## config.mk

```make
export PLATFORM = sky130hd
export DESIGN_NAME = aes_gcm_block_packer_flat
export DESIGN_NICKNAME = d
export VERILOG_FILES = /design/src/rtl/aes_gcm_block_packer_if.sv /design/src/rtl/aes_gcm_block_packer.sv /design/src/flat_wrapper.sv
export SDC_FILE = /design/constraint.sdc
export NUM_CORES = 1
export LEC_CHECK = 0
export BUFFER_PORTS_ARGS = -buffer_cell sky130_fd_sc_hd__clkbuf_2
export CAP_MARGIN = 20
export CORE_ASPECT_RATIO = 2
export CORE_MARGIN = 4
export CORE_UTILIZATION = 45
export CTS_CLUSTER_SIZE = 10
export DETAILED_ROUTE_END_ITERATION = 7
export PLACE_DENSITY = 0.68
export SETUP_SLACK_MARGIN = 0.1
export SLEW_MARGIN = 20
export SYNTH_ARGS = -nofsm -noshare
export SYNTH_HDL_FRONTEND = slang
export SYNTH_SLANG_ARGS = --single-unit
```

## constraint.sdc

```tcl
create_clock -name clk -period 6 [get_ports clk]
set_input_delay 0.3 -clock clk [delete_from_list [all_inputs] [get_ports clk]]
set_output_delay 0.3 -clock clk [all_outputs]
set_load 0.01 [all_outputs]
```

## src/rtl/aes_gcm_block_packer_if.sv

```systemverilog
// Host word stream plus packed AAD/PT block bus between the packer and its neighbours.
// master = host/testbench side, slave = aes_gcm_block_packer.
interface aes_gcm_block_packer_if #(
  parameter int IN_W  = 32,
  parameter int LEN_W = 64
);
  logic [IN_W-1:0]   in_data;
  logic [IN_W/8-1:0] in_keep;
  logic              in_is_aad;
  logic              in_last;
  logic              in_valid;
  logic              in_ready;
  logic              dn_ready;
  logic [127:0]      aad_data;
  logic              aad_valid;
  logic              aad_last;
  logic [127:0]      pt_data;
  logic              pt_valid;
  logic              pt_last;
  logic [4:0]        pt_bytes_last;
  logic [LEN_W-1:0]  aad_len_bits;
  logic [LEN_W-1:0]  pt_len_bits;
  logic              len_valid;
  logic              err_order;

  modport master (
    output in_data, in_keep, in_is_aad, in_last, in_valid, dn_ready,
    input  in_ready, aad_data, aad_valid, aad_last, pt_data, pt_valid, pt_last,
           pt_bytes_last, aad_len_bits, pt_len_bits, len_valid, err_order
  );

  modport slave (
    input  in_data, in_keep, in_is_aad, in_last, in_valid, dn_ready,
    output in_ready, aad_data, aad_valid, aad_last, pt_data, pt_valid, pt_last,
           pt_bytes_last, aad_len_bits, pt_len_bits, len_valid, err_order
  );
endinterface

```

## src/rtl/aes_gcm_block_packer.sv

```systemverilog
// Packs host AAD/PT words into zero-padded 128-bit big-endian blocks and tracks GHASH bit lengths.
// Define AES_GCM_PACK_BYTESWAP_EN for little-endian hosts (bytes reversed per word, keep LSB-contiguous).
module aes_gcm_block_packer #(
  parameter int IN_W  = 32,
  parameter int LEN_W = 64
) (
  input logic                 clk,
  input logic                 rst_n,
  aes_gcm_block_packer_if.slave bus
);
  localparam int KW    = IN_W / 8;
  localparam int BEATS = 128 / IN_W;
  localparam int CW    = $clog2(BEATS + 1);

  typedef enum logic [1:0] {S_AAD, S_PT, S_LEN} state_t;

  state_t            state, state_nxt;
  logic [127:0]      acc, acc_ins, blk_data;
  logic [CW-1:0]     beat_cnt;
  logic              sec_started, pend, pend_aad, pend_data, pend_last, err;
  logic [LEN_W-1:0]  aad_len, pt_len, add_bits;
  logic [4:0]        bytes_last, n_bytes;
  logic [IN_W-1:0]   data_w, data_m;
  logic [KW-1:0]     keep_w;
  logic              in_rdy, accept, bad, good, blk_done, frame_start;

`ifdef AES_GCM_PACK_BYTESWAP_EN
  always_comb begin
    data_w = '0;
    keep_w = '0;
    for (int i = 0; i < KW; i++) begin
      data_w[i*8 +: 8] = bus.in_data[(KW-1-i)*8 +: 8];
      keep_w[i]        = bus.in_keep[KW-1-i];
    end
  end
`else
  assign data_w = bus.in_data;
  assign keep_w = bus.in_keep;
`endif

  always_comb begin
    n_bytes = '0;
    data_m  = '0;
    for (int i = 0; i < KW; i++) begin
      if (keep_w[i]) begin
        n_bytes          = n_bytes + 5'd1;
        data_m[i*8 +: 8] = data_w[i*8 +: 8];
      end
    end
  end

  // The accumulator is cleared after every block, so unwritten beats are the zero padding.
  always_comb begin
    acc_ins = acc;
    for (int b = 0; b < BEATS; b++) begin
      if (beat_cnt == CW'(b)) acc_ins[(BEATS-1-b)*IN_W +: IN_W] = data_m;
    end
  end

  assign in_rdy      = ~(pend & ~bus.dn_ready) & (state != S_LEN);
  assign accept      = bus.in_valid & in_rdy;
  assign bad         = ((state == S_PT) & bus.in_is_aad)
                     | ((|keep_w) & ~(&keep_w) & ~bus.in_last)
                     | (~(|keep_w) & (~bus.in_last | sec_started));
  assign good        = accept & ~bad;
  assign blk_done    = bus.in_last | (beat_cnt == CW'(BEATS-1));
  assign frame_start = (state == S_AAD) & ~sec_started;
  assign add_bits    = LEN_W'({n_bytes, 3'b000});

  always_ff @(posedge clk or negedge rst_n) begin
    if (!rst_n) state <= S_AAD;
    else        state <= state_nxt;
  end

  always_comb begin
    state_nxt = state;
    case (state)
      S_AAD:   if (good & bus.in_last) state_nxt = S_PT;
      S_PT:    if (good & bus.in_last) state_nxt = S_LEN;
      S_LEN:   state_nxt = S_AAD;
      default: state_nxt = S_AAD;
    endcase
  end

  always_ff @(posedge clk or negedge rst_n) begin
    if (!rst_n) begin
      acc         <= '0;
      blk_data    <= '0;
      beat_cnt    <= '0;
      sec_started <= 1'b0;
      pend        <= 1'b0;
      pend_aad    <= 1'b0;
      pend_data   <= 1'b0;
      pend_last   <= 1'b0;
      err         <= 1'b0;
      aad_len     <= '0;
      pt_len      <= '0;
      bytes_last  <= '0;
    end else begin
      if (pend & bus.dn_ready) pend <= 1'b0;
      if (accept & bad) err <= 1'b1;
      if (good) begin
        // Lengths of the previous frame stay visible until the next frame's first beat.
        if (state == S_AAD) begin
          aad_len <= (frame_start ? '0 : aad_len) + add_bits;
          if (frame_start) begin
            pt_len     <= '0;
            bytes_last <= '0;
          end
        end else begin
          pt_len <= pt_len + add_bits;
        end
        sec_started <= ~bus.in_last;
        if (blk_done) begin
          pend      <= 1'b1;
          blk_data  <= acc_ins;
          pend_aad  <= (state == S_AAD);
          pend_data <= |keep_w;
          pend_last <= bus.in_last;
          acc       <= '0;
          beat_cnt  <= '0;
          if ((state == S_PT) & bus.in_last)
            bytes_last <= 5'(beat_cnt) * 5'(KW) + n_bytes;
        end else begin
          acc      <= acc_ins;
          beat_cnt <= beat_cnt + CW'(1);
        end
      end
    end
  end

  assign bus.in_ready      = in_rdy;
  assign bus.len_valid     = (state == S_LEN);
  assign bus.aad_data      = pend_aad ? blk_data : '0;
  assign bus.aad_valid     = pend & pend_aad & pend_data;
  assign bus.aad_last      = pend & pend_aad & pend_last;
  assign bus.pt_data       = pend_aad ? '0 : blk_data;
  assign bus.pt_valid      = pend & ~pend_aad & pend_data;
  assign bus.pt_last       = pend & ~pend_aad & pend_last;
  assign bus.pt_bytes_last = bytes_last;
  assign bus.aad_len_bits  = aad_len;
  assign bus.pt_len_bits   = pt_len;
  assign bus.err_order     = err;
endmodule

```

## src/flat_wrapper.sv

```systemverilog
// flat-port wrapper written by rule: the top's interface ports become plain ports
module aes_gcm_block_packer_flat 
#(
  parameter int IN_W  = 32,
  parameter int LEN_W = 64
)
  (clk, rst_n, bus_in_data, bus_in_keep, bus_in_is_aad, bus_in_last, bus_in_valid, bus_dn_ready, bus_in_ready, bus_aad_data, bus_aad_valid, bus_aad_last, bus_pt_data, bus_pt_valid, bus_pt_last, bus_pt_bytes_last, bus_aad_len_bits, bus_pt_len_bits, bus_len_valid, bus_err_order);
  aes_gcm_block_packer_if #(.IN_W(IN_W), .LEN_W(LEN_W)) bus_i ();
  input logic clk;
  input logic rst_n;
  input wire logic [$bits(bus_i.in_data)-1:0] bus_in_data;
  input wire logic [$bits(bus_i.in_keep)-1:0] bus_in_keep;
  input wire logic [$bits(bus_i.in_is_aad)-1:0] bus_in_is_aad;
  input wire logic [$bits(bus_i.in_last)-1:0] bus_in_last;
  input wire logic [$bits(bus_i.in_valid)-1:0] bus_in_valid;
  input wire logic [$bits(bus_i.dn_ready)-1:0] bus_dn_ready;
  output wire logic [$bits(bus_i.in_ready)-1:0] bus_in_ready;
  output wire logic [$bits(bus_i.aad_data)-1:0] bus_aad_data;
  output wire logic [$bits(bus_i.aad_valid)-1:0] bus_aad_valid;
  output wire logic [$bits(bus_i.aad_last)-1:0] bus_aad_last;
  output wire logic [$bits(bus_i.pt_data)-1:0] bus_pt_data;
  output wire logic [$bits(bus_i.pt_valid)-1:0] bus_pt_valid;
  output wire logic [$bits(bus_i.pt_last)-1:0] bus_pt_last;
  output wire logic [$bits(bus_i.pt_bytes_last)-1:0] bus_pt_bytes_last;
  output wire logic [$bits(bus_i.aad_len_bits)-1:0] bus_aad_len_bits;
  output wire logic [$bits(bus_i.pt_len_bits)-1:0] bus_pt_len_bits;
  output wire logic [$bits(bus_i.len_valid)-1:0] bus_len_valid;
  output wire logic [$bits(bus_i.err_order)-1:0] bus_err_order;
  assign bus_i.in_data = bus_in_data;
  assign bus_i.in_keep = bus_in_keep;
  assign bus_i.in_is_aad = bus_in_is_aad;
  assign bus_i.in_last = bus_in_last;
  assign bus_i.in_valid = bus_in_valid;
  assign bus_i.dn_ready = bus_dn_ready;
  assign bus_in_ready = bus_i.in_ready;
  assign bus_aad_data = bus_i.aad_data;
  assign bus_aad_valid = bus_i.aad_valid;
  assign bus_aad_last = bus_i.aad_last;
  assign bus_pt_data = bus_i.pt_data;
  assign bus_pt_valid = bus_i.pt_valid;
  assign bus_pt_last = bus_i.pt_last;
  assign bus_pt_bytes_last = bus_i.pt_bytes_last;
  assign bus_aad_len_bits = bus_i.aad_len_bits;
  assign bus_pt_len_bits = bus_i.pt_len_bits;
  assign bus_len_valid = bus_i.len_valid;
  assign bus_err_order = bus_i.err_order;
  aes_gcm_block_packer #(.IN_W(IN_W), .LEN_W(LEN_W)) u_core (.clk(clk), .rst_n(rst_n), .bus(bus_i));
endmodule
```

==> run summary, run 1 <==
TNS Setup -> 0 ns
WS Path Type -> primary input to flip-flop
Syn Inst Count -> 2297
placed wire-length estimate -> 44120 um
Critical-path top delay cell -> nor4_2
post-CTS setup buffers -> 0
vias in the first global route -> 16.31k
max-cap viol count -> 0
Synth Register Bits -> 394
critical-path cell list -> clkbuf_2, inv_1, ha_1, xor2_1, ha_1, nand2_1, o21ai_0, ha_1, nand3_1, a2111oi_2, nand3_1, nor4_2, a31o_2, a21oi_1
DRT Pass-1 Iters -> 6
site row count -> 109
slew at the pin closest to its max-slew limit -> 1.059 ns
CP max FO -> 19
Clock Skews -> 0.02266 ns
predominant post-synthesis flop cell -> dfrtp_1
crit start category -> primary input
P per Cell Area -> 363.8 mW/mm2
antenna-violating nets left -> 0
final hold violation count -> 0
Finished Layout Cells -> 3197
largest net degree at the start of global routing -> 181
average wire per cell in the routed design -> 18.83 um
Final Net Count -> 2699
Yosys warnings -> 0
mean post-synth cell area -> 8.744 um2
Max stage delay on crit path -> 0.48 ns
f_max -> 265.8 MHz
crit-path leading delay family -> adder cells
min Tclk post-route -> 3.762 ns
part of the cycle the worst path needs -> 0.6270
Initial DRC Count -> 1040
DRC errors left -> 0
Hold Path Origin -> bus_in_data[14]
critical path arrival -> 4.16 ns
commonest non-fill, non-tap cell in the layout -> clkbuf_2
Synth top area share -> 0.4909
initial antenna violation count -> 3
global placer's final weighted congestion -> 0.8455
CTS buffer count -> 45
unrepaired setup endpoints after global routing -> false
async set or reset register ratio after synthesis -> 1.000
Worst Setup SP -> bus_in_keep[1]
Root Buffer -> clkbuf_16
Total Wirelength -> 60210 um
sequential-to-total area share from yosys stat -> 0.4909
Via Count -> 17.00k
die width -> 157.4 um
worst endpoint required time -> 6.40 ns
number of port buffers -> 431
clock sink count -> 394
synth top area cells -> dfrtp_1 49%, nand2_1 5.8%, nor2_1 5.8%, and2_1 5.4%, nor2b_1 5.0%
Worst-path clk slew -> 0.06 ns
peak supply drop -> 0.2679 mV
Area Overhead vs Synth -> 17.93%
Placed Cells incl. Taps -> 3143
biggest area consumer among synthesized cells -> dfrtp_1
Worst slew margin -> 0.2943
crit end category -> flip-flop
total track usage -> 0.2433
Setup Viol. Count Final -> 0
CP most frequent cell -> ha_1
vias per cell -> 5.317
commonest cells after routing, fill and taps aside -> 430 x clkbuf_2, 393 x dfrtp_1, 308 x nor2_1
distinct cell type count after synthesis -> 72
Tightest Hold Check Type -> primary input to flip-flop
starting density of the core -> 0.4545
die footprint -> 0.04828 mm2
Synth Cell Area -> 0.02008 mm2
maximum root-to-sink buffer count -> 3
outcome -> completed
GRT overflow -> 0
Crit path buffers/inverters -> 2
CTS tree -> built
first-pass GRT wire length -> 92920 um
DIE HEIGHT -> 306.8 um
H-tree levels -> 2
overall power -> 8.617 mW
r2r startpoint -> u_core.state[0]
Post-synth EDFFs -> 0
Core ar. -> 0.04419 mm2
ratio of cells with drive above 1 in the final layout -> 0.2049
I/O Pins -> 438
LEAKAGE -> 11.40 nW
clock latency on the worst-skew pair -> 0.56 ns
Max Slew Vio Count -> 0
-- state kept, by name (all words and copies together) (netlist names) --
signal                    flops
u_core.beat_cnt               3
u_core.acc                  128
u_core.pend_last              1
u_core.sec_started            1
u_core.bus.pt_len_bits       61
u_core.bus.pt_bytes_last      5
u_core.blk_data             128
u_core.bus.aad_len_bits      61
u_core.state                  2
u_core.bus.err_order          1
u_core.pend_data              1
u_core.pend                   1
u_core.pend_aad               1
-- power by group --
| part | leakage, nW | internal [mW] | switching (mW) |
|---|---|---|---|
| Sequential | 5.41 | 3.17 | 0.491 |
| Clock | 0.605 | 1.39 | 1.06 |
| Combinational | 5.38 | 0.886 | 1.62 |
| Total | 11.4 | 5.45 | 3.17 |
-- worst register-to-register path, stage by stage, from the launching register on --
cell and delay [ns]:
dfrtp_1 0.62, or3_1 0.66, and2_1 0.23, ha_1 0.22, fa_1 0.23, a21o_1 0.19, nand2_1 0.11, nor4_4 0.37
nand2_1 0.14, or4_1 0.50, xor2_1 0.17
-- repair_timing --
| item | 4_1_cts | 5_1_grt |
|---|---|---|
| endpoints found under the setup margin | 0 | 0 |
| endpoints found under the hold margin | 64 | 0 |
| hold buffers | 1 | 0 |
| gates resized for setup | 0 | 0 |
-- through the flow --
| stage | hold slack (ns) | worst slack [ns] | instance area, um2 | util |
|---|---|---|---|---|
| 3_5_place_dp | 0.2859 | 1.660 | 22440 | 0.5078 |
| 4_1_cts | 0.04030 | 2.235 | 23680 | 0.5358 |
| 3_3_place_gp | 0.2822 | 1.781 | 22430 | 0.5077 |
| 2_1_floorplan | 0.004409 | 2.157 | 20100 | - |
| 5_1_grt | 0.07053 | 1.865 | 23680 | 0.5360 |
| 6_report | 0.06465 | 2.238 | 23690 | 0.5360 |
-- layer usage --
metal  vias up  routed length [um]  track usage
li1       8275                   -            -
met1      8020               22350       0.2826
met2       586               31390       0.4403
met3       116                3673      0.03690
met4         0                2797       0.1025
met5         -                   0            0
-- final cells by class --
cell class / count / area (um2)
Antenna cell: 2 / 5.005
Clock buffer: 49 / 1192
Clock inverter: 2 / 36.28
Fill cell: 4136 / 20500
Inverter: 21 / 78.83
Multi-Input combinational cell: 1725 / 9460
Sequential cell: 394 / 9863
Tap cell: 555 / 694.4
Timing Repair Buffer: 449 / 2355
-- cells by family (layout without fill, tap and decap cells) --
family          count (synthesis)  after routing  share of synthesized area
flops                         394            394                     0.4909
mux                             5              5                   0.002616
simple gates                 1166           1166                     0.2922
compound gates                425            425                     0.1144
other cells                     2              9                  0.0003739
fa+ha+maj                      21             21                    0.01420
buf+inv                       183            521                    0.04124
xor+xnor                      101            101                    0.04404
-- Yosys cell counts, drive strengths merged, types with 9 or more instances --
| library cell | n |
|---|---|
| dfrtp | 394 |
| nor2 | 311 |
| nand2 | 310 |
| o21ai | 182 |
| a21oi | 176 |
| and2 | 174 |
| nor2b | 162 |
| clkbuf | 97 |
| xnor2 | 66 |
| buf | 65 |
| nand3 | 51 |
| nand4 | 42 |
| xor2 | 35 |
| a31oi | 32 |
| nor4 | 32 |
| nor3 | 26 |
| inv | 21 |
| and3 | 20 |
| ha | 18 |
| or3 | 11 |
| and4 | 9 |
-- path summary, 6_finish.rpt --
kind | endpoint | slack [ns] | cells after the start
min in group asynchronous | u_core.bus.pt_len_bits[13] | 0.29 | 2
worst max-delay path | u_core.bus.pt_len_bits[54] | 2.24 | 14
worst max register to register | u_core.bus.aad_len_bits[61] | 2.45 | 10
worst min register to register | u_core.acc[10] | 0.48 | 1
max in group asynchronous | u_core.blk_data[43] | 4.27 | 3
worst min-delay path | u_core.blk_data[14] | 0.06 | 3
(Power assumes the default switching activity.)
==> run 2: changes to the inputs <==
==> constraint.sdc (replaced) <==
create_clock -name clk -period 3.6 [get_ports clk]
set_input_delay 0.18 -clock clk [delete_from_list [all_inputs] [get_ports clk]]
set_output_delay 0.18 -clock clk [all_outputs]
set_load 0.01 [all_outputs]
==> run 2 against run 1 <==
Final cell count up 1.5%. Largest cell class unchanged. Critical path depth increased by 1. Global-route usage rose by 0.44 points. Worst setup slack got worse by 1.8 ns. Sequential share of layout area shrank 0.86 points. Flip-flop and latch count unchanged. First-iteration DRC count rose by 24%. Sequential power is 65% higher. Die area is the same.
==> run summary, run 2 (synthesis gave the netlist of run 1 again) <==
die width -> 157.4 um
clock latency on the worst-skew pair -> 0.56 ns
Initial DRC Count -> 1291
unrepaired setup endpoints after global routing -> false
largest net degree at the start of global routing -> 118
first-pass GRT wire length -> 94920 um
number of port buffers -> 431
peak supply drop -> 0.3906 mV
CTS buffer count -> 45
maximum root-to-sink buffer count -> 3
f_max -> 317.2 MHz
biggest regs -> u_core.acc x128, u_core.blk_data x128
slew at the pin closest to its max-slew limit -> 0.9809 ns
average wire per cell in the routed design -> 18.75 um
Core ar. -> 0.04419 mm2
commonest cells after routing, fill and taps aside -> 430 x clkbuf_2, 393 x dfrtp_1, 308 x nor2_1
DRT Pass-1 Iters -> 5
CTS tree -> built
Tightest Hold Check Type -> primary input to flip-flop
P per Cell Area -> 595.9 mW/mm2
Via Count -> 17.42k
ratio of cells with drive above 1 in the final layout -> 0.2104
DIE HEIGHT -> 306.8 um
Worst-path clk slew -> 0.06 ns
WS Path Type -> primary input to flip-flop
global placer's final weighted congestion -> 0.8774
DRC errors left -> 0
TNS Setup -> 0 ns
H-tree levels -> 2
die footprint -> 0.04828 mm2
vias in the first global route -> 16.99k
commonest non-fill, non-tap cell in the layout -> clkbuf_2
LEAKAGE -> 11.65 nW
vias per cell -> 5.367
Max Slew Vio Count -> 0
max-cap viol count -> 0
Area Overhead vs Synth -> 20.41%
min Tclk post-route -> 3.152 ns
cts repair resizes -> 0
CP max FO -> 4
Setup Viol. Count Final -> 0
Clock Skews -> 0.01973 ns
worst endpoint required time -> 4.00 ns
Final Core Density -> 0.5473
Total Wirelength -> 60880 um
antenna-violating nets left -> 0
I/O Pins -> 438
outcome -> completed
initial antenna violation count -> 4
post-CTS setup buffers -> 0
Worst slew margin -> 0.3460
clock sink count -> 394
critical path arrival -> 3.55 ns
part of the cycle the worst path needs -> 0.8757
Root Buffer -> clkbuf_16
starting density of the core -> 0.4545
Final Net Count -> 2749
GRT overflow -> 0
site row count -> 109
crit start category -> primary input
placed wire-length estimate -> 45090 um
final hold violation count -> 0
Setup WS post-layout -> 0.4476 ns
crit end category -> flip-flop
overall power -> 14.41 mW
total track usage -> 0.2477
Place WS -> -0.1431 ns
run 2: cell types whose count changed in the layout (fill, tap and decap cells not counted), moves of 2 or more:
cell,change
buf_4,+19
clkbuf_8,-2
dlygate4sd3_1,+23
clkbuf_1,+2
buf_12,+7
run 2: cell type report:
type	count	area, um2
Sequential cell	394	9863
Timing Repair Buffer	499	2895
Inverter	21	78.83
Tap cell	555	694.4
Multi-Input combinational cell	1725	9457
Clock inverter	3	45.04
Clock buffer	48	1147
Antenna cell	1	2.502
Fill cell	4087	20000
run 2: report_power, final:
group          total, mW  internal, mW  switching, mW
registers           6.05          5.29          0.761
logic               4.37          1.59           2.78
clock network       3.99          2.25           1.75
total               14.4          9.13           5.28
run 2: what timing repair did:
item / in CTS / in global routing
hold endpoints to repair: 134 / 0
endpoints found under the setup margin: 0 / 0
hold buffers: 24 / 0
run 2: routing by layer:
layer  part of all wire  global-route usage  vias to the layer above
li1                   -                   -                     8382
met1               0.37              0.2865                     8288
met2               0.52              0.4431                      620
met3              0.061             0.03802                      125
met4              0.055              0.1172                        6
met5            0.00074                   0                        -
run 2: per-stage QoR:
stage / instances / hold slack, ns / instance area (um2)
2_1_floorplan: 2302 / -0.1156 / 20110
3_3_place_gp: 3169 / 0.3375 / 22720
3_5_place_dp: 3169 / 0.3416 / 22720
4_1_cts: 3244 / 0.002314 / 24150
5_1_grt: 3245 / 0.01394 / 24180
6_report: 3246 / 0.02197 / 24180
run 2: final timing paths:
kind	from	endpoint	slack (ns)	cells after the start
min in group asynchronous	rst_n	u_core.bus.pt_len_bits[33]	0.30	2
min reg2reg	u_core.acc[0]	u_core.acc[0]	0.47	1
max in group asynchronous	rst_n	u_core.blk_data[39]	2.12	3
min	bus_in_data[5]	u_core.blk_data[5]	0.02	3
max	bus_in_keep[0]	u_core.bus.pt_len_bits[60]	0.45	15
max reg2reg	u_core.state[0]	u_core.bus.aad_len_bits[61]	0.59	9
run 2: critical path, stage by stage:
cell and delay [ns]:
clkbuf_2 0.14, inv_1 0.07, ha_1 0.32, xor2_1 0.26, ha_1 0.20, nand2_1 0.07
xor2_1 0.47, ha_1 0.26, a21oi_1 0.10, a2111oi_2 0.45, nand3_1 0.23, buf_4 0.20
nor4_1 0.36, xnor2_1 0.18, nor2_1 0.06
==> run 3: changes to the inputs <==
--- a/config.mk
+++ b/config.mk
@@ -12,7 +12,7 @@
 export CORE_UTILIZATION = 45
 export CTS_CLUSTER_SIZE = 10
 export DETAILED_ROUTE_END_ITERATION = 7
-export PLACE_DENSITY = 0.68
+export PLACE_DENSITY = 0.66
 export SETUP_SLACK_MARGIN = 0.1
 export SLEW_MARGIN = 20
 export SYNTH_ARGS = -nofsm -noshare
==> run 3 against run 2 <==
Clock-buffer cell count rose by 3. Final cell count up 0.18%. Die area unchanged. Worst hold slack gained 0.0016 ns. Non-clock buffer count up 2. Largest power group unchanged.
==> run summary, run 3 (synthesis gave the netlist of run 1 again) <==
Clock Skews -> 0.01827 ns
unrepaired setup endpoints after global routing -> false
Area Overhead vs Synth -> 20.55%
GRT overflow -> 0
Fill cells -> 4087
CTS tree -> built
Placed Cells incl. Taps -> 3169
part of the cycle the worst path needs -> 0.8679
die footprint -> 0.04828 mm2
TNS Setup -> 0 ns
peak supply drop -> 0.3665 mV
outcome -> completed
Initial DRC Count -> 1257
Core ar. -> 0.04419 mm2
Tightest Hold Check Type -> primary input to flip-flop
crit start category -> flip-flop
routed wl met3 -> 4119 um
CP max FO -> 6
Final Cell Area -> 0.02421 mm2
biggest regs -> u_core.acc x128, u_core.blk_data x128
DRT Pass-1 Iters -> 6
DRC errors left -> 0
placed wire-length estimate -> 45740 um
P per Cell Area -> 599.8 mW/mm2
average wire per cell in the routed design -> 19.03 um
critical path arrival -> 3.55 ns
crit-path leading delay family -> simple AND/OR/NAND/NOR gates
LEAKAGE -> 11.66 nW
Final Net Count -> 2751
DIE HEIGHT -> 306.8 um
max layer used -> met4
antenna-violating nets left -> 0
max-cap viol count -> 0
total track usage -> 0.2510
global placer's final weighted congestion -> 0.8285
critical-path cell list -> or3_1, and2_1, ha_1, fa_1, a21o_1, nand2_1, nor4_4, buf_4, and2_0, a222oi_1, nand2_1
H-tree levels -> 2
site row count -> 109
CTS buffer count -> 45
crit end category -> flip-flop
slew at the pin closest to its max-slew limit -> 0.7975 ns
maximum root-to-sink buffer count -> 3
min Tclk post-route -> 3.124 ns
final hold violation count -> 0
first-pass GRT wire length -> 96000 um
number of port buffers -> 431
starting density of the core -> 0.4545
I/O Pins -> 438
clock latency on the worst-skew pair -> 0.56 ns
WS Path Type -> flip-flop to flip-flop
largest net degree at the start of global routing -> 110
Via Count -> 17.47k
ratio of cells with drive above 1 in the final layout -> 0.2101
placed inst area -> 0.02271 mm2
routed length on met1 -> 22400 um
Critical-path top delay cell -> or3_1
Worst-path clk slew -> 0.06 ns
worst endpoint required time -> 4.02 ns
Total Wirelength -> 61900 um
Crit path buffers/inverters -> 1
clock sink count -> 394
Worst slew margin -> 0.4683
die width -> 157.4 um
initial antenna violation count -> 4
Max stage delay on crit path -> 0.51 ns
f_max -> 320.1 MHz
Setup Viol. Count Final -> 0
commonest cells after routing, fill and taps aside -> 430 x clkbuf_2, 393 x dfrtp_1, 308 x nor2_1
CP most frequent cell -> nand2_1
Max Slew Vio Count -> 0
vias in the first global route -> 17.10k
overall power -> 14.52 mW
Finished Layout Cells -> 3252
commonest non-fill, non-tap cell in the layout -> clkbuf_2
metal2 WL -> 31720 um
Root Buffer -> clkbuf_16
vias per cell -> 5.373
-- run 3: cell count changes in the layout (fill, tap and decap cells not counted) --
cell and change:
clkbuf_16 +1, dlygate4sd3_1 +3, buf_12 -1, clkinv_8 +1
clkbuf_8 +1, diode_2 +2, buf_4 +1, buf_16 -1
inv_16 -1, clkinv_2 -1, clkbuf_1 +1
-- run 3: layout make-up --
cell class / count / area (um2) / share of cell area
antenna: 3 / 7.507 / 0.0003101
inverter: 21 / 78.83 / 0.003256
clock buffer: 51 / 1190 / 0.04914
sequential: 394 / 9863 / 0.4074
tap: 555 / 694.4 / 0.02868
timing repair buffer: 501 / 2885 / 0.1192
multi-input combinational: 1725 / 9457 / 0.3906
clock inverter: 2 / 36.28 / 0.001499
-- run 3: final timing paths --
kind,from,endpoint,slack [ns],cells after the start
setup reg to reg,u_core.state[0],u_core.bus.aad_len_bits[59],0.48,11
max in group asynchronous,rst_n,u_core.blk_data[94],2.34,3
hold reg to reg,u_core.acc[31],u_core.acc[31],0.47,1
setup / recovery,u_core.state[0],u_core.bus.aad_len_bits[59],0.48,11
min in group asynchronous,rst_n,u_core.bus.aad_len_bits[45],0.24,2
hold / removal,bus_in_data[4],u_core.blk_data[4],0.02,3
-- run 3: through the flow --
| stage | hold slack (ns) | utilization | worst slack [ns] |
|---|---|---|---|
| final | 0.02358 | 0.5479 | 0.4757 |
| after CTS | 0.003793 | 0.5478 | 0.4897 |
| after global placement | 0.2699 | 0.5139 | 0.1869 |
| after floorplan | -0.1156 | - | 0.1202 |
| after detailed placement | 0.2825 | 0.5139 | 0.09982 |
| after global routing | 0.03742 | 0.5478 | 0.3744 |
-- run 3: per-layer routing --
metal	vias to the layer above	GRT usage
met5	-	0
met4	0	0.1264
met3	143	0.04197
met2	637	0.4459
met1	8314	0.2873
li1	8378	-
-- run 3: what timing repair did --
| action | CTS | global route |
|---|---|---|
| gates resized for setup | 0 | 0 |
| hold buffers | 27 | 0 |
| buffers inserted | 0 | 0 |
| hold endpoints to repair | 114 | 0 |
-- run 3: report_power, final --
part | total, mW | internal [mW] | leakage, nW | switching (mW)
clock network | 4.08 | 2.31 | 0.601 | 1.77
logic | 4.38 | 1.59 | 5.64 | 2.79
registers | 6.07 | 5.29 | 5.41 | 0.779
-- run 3: worst register-to-register path, stage by stage (launching register included) --
cell and delay, ns:
dfrtp_1 0.38, or3_1 0.51, and2_1 0.22, ha_1 0.22, fa_1 0.42, a21o_1 0.22
nand2_1 0.12, nor4_4 0.06, buf_4 0.15, and2_0 0.26, a222oi_1 0.31, nand2_1 0.11
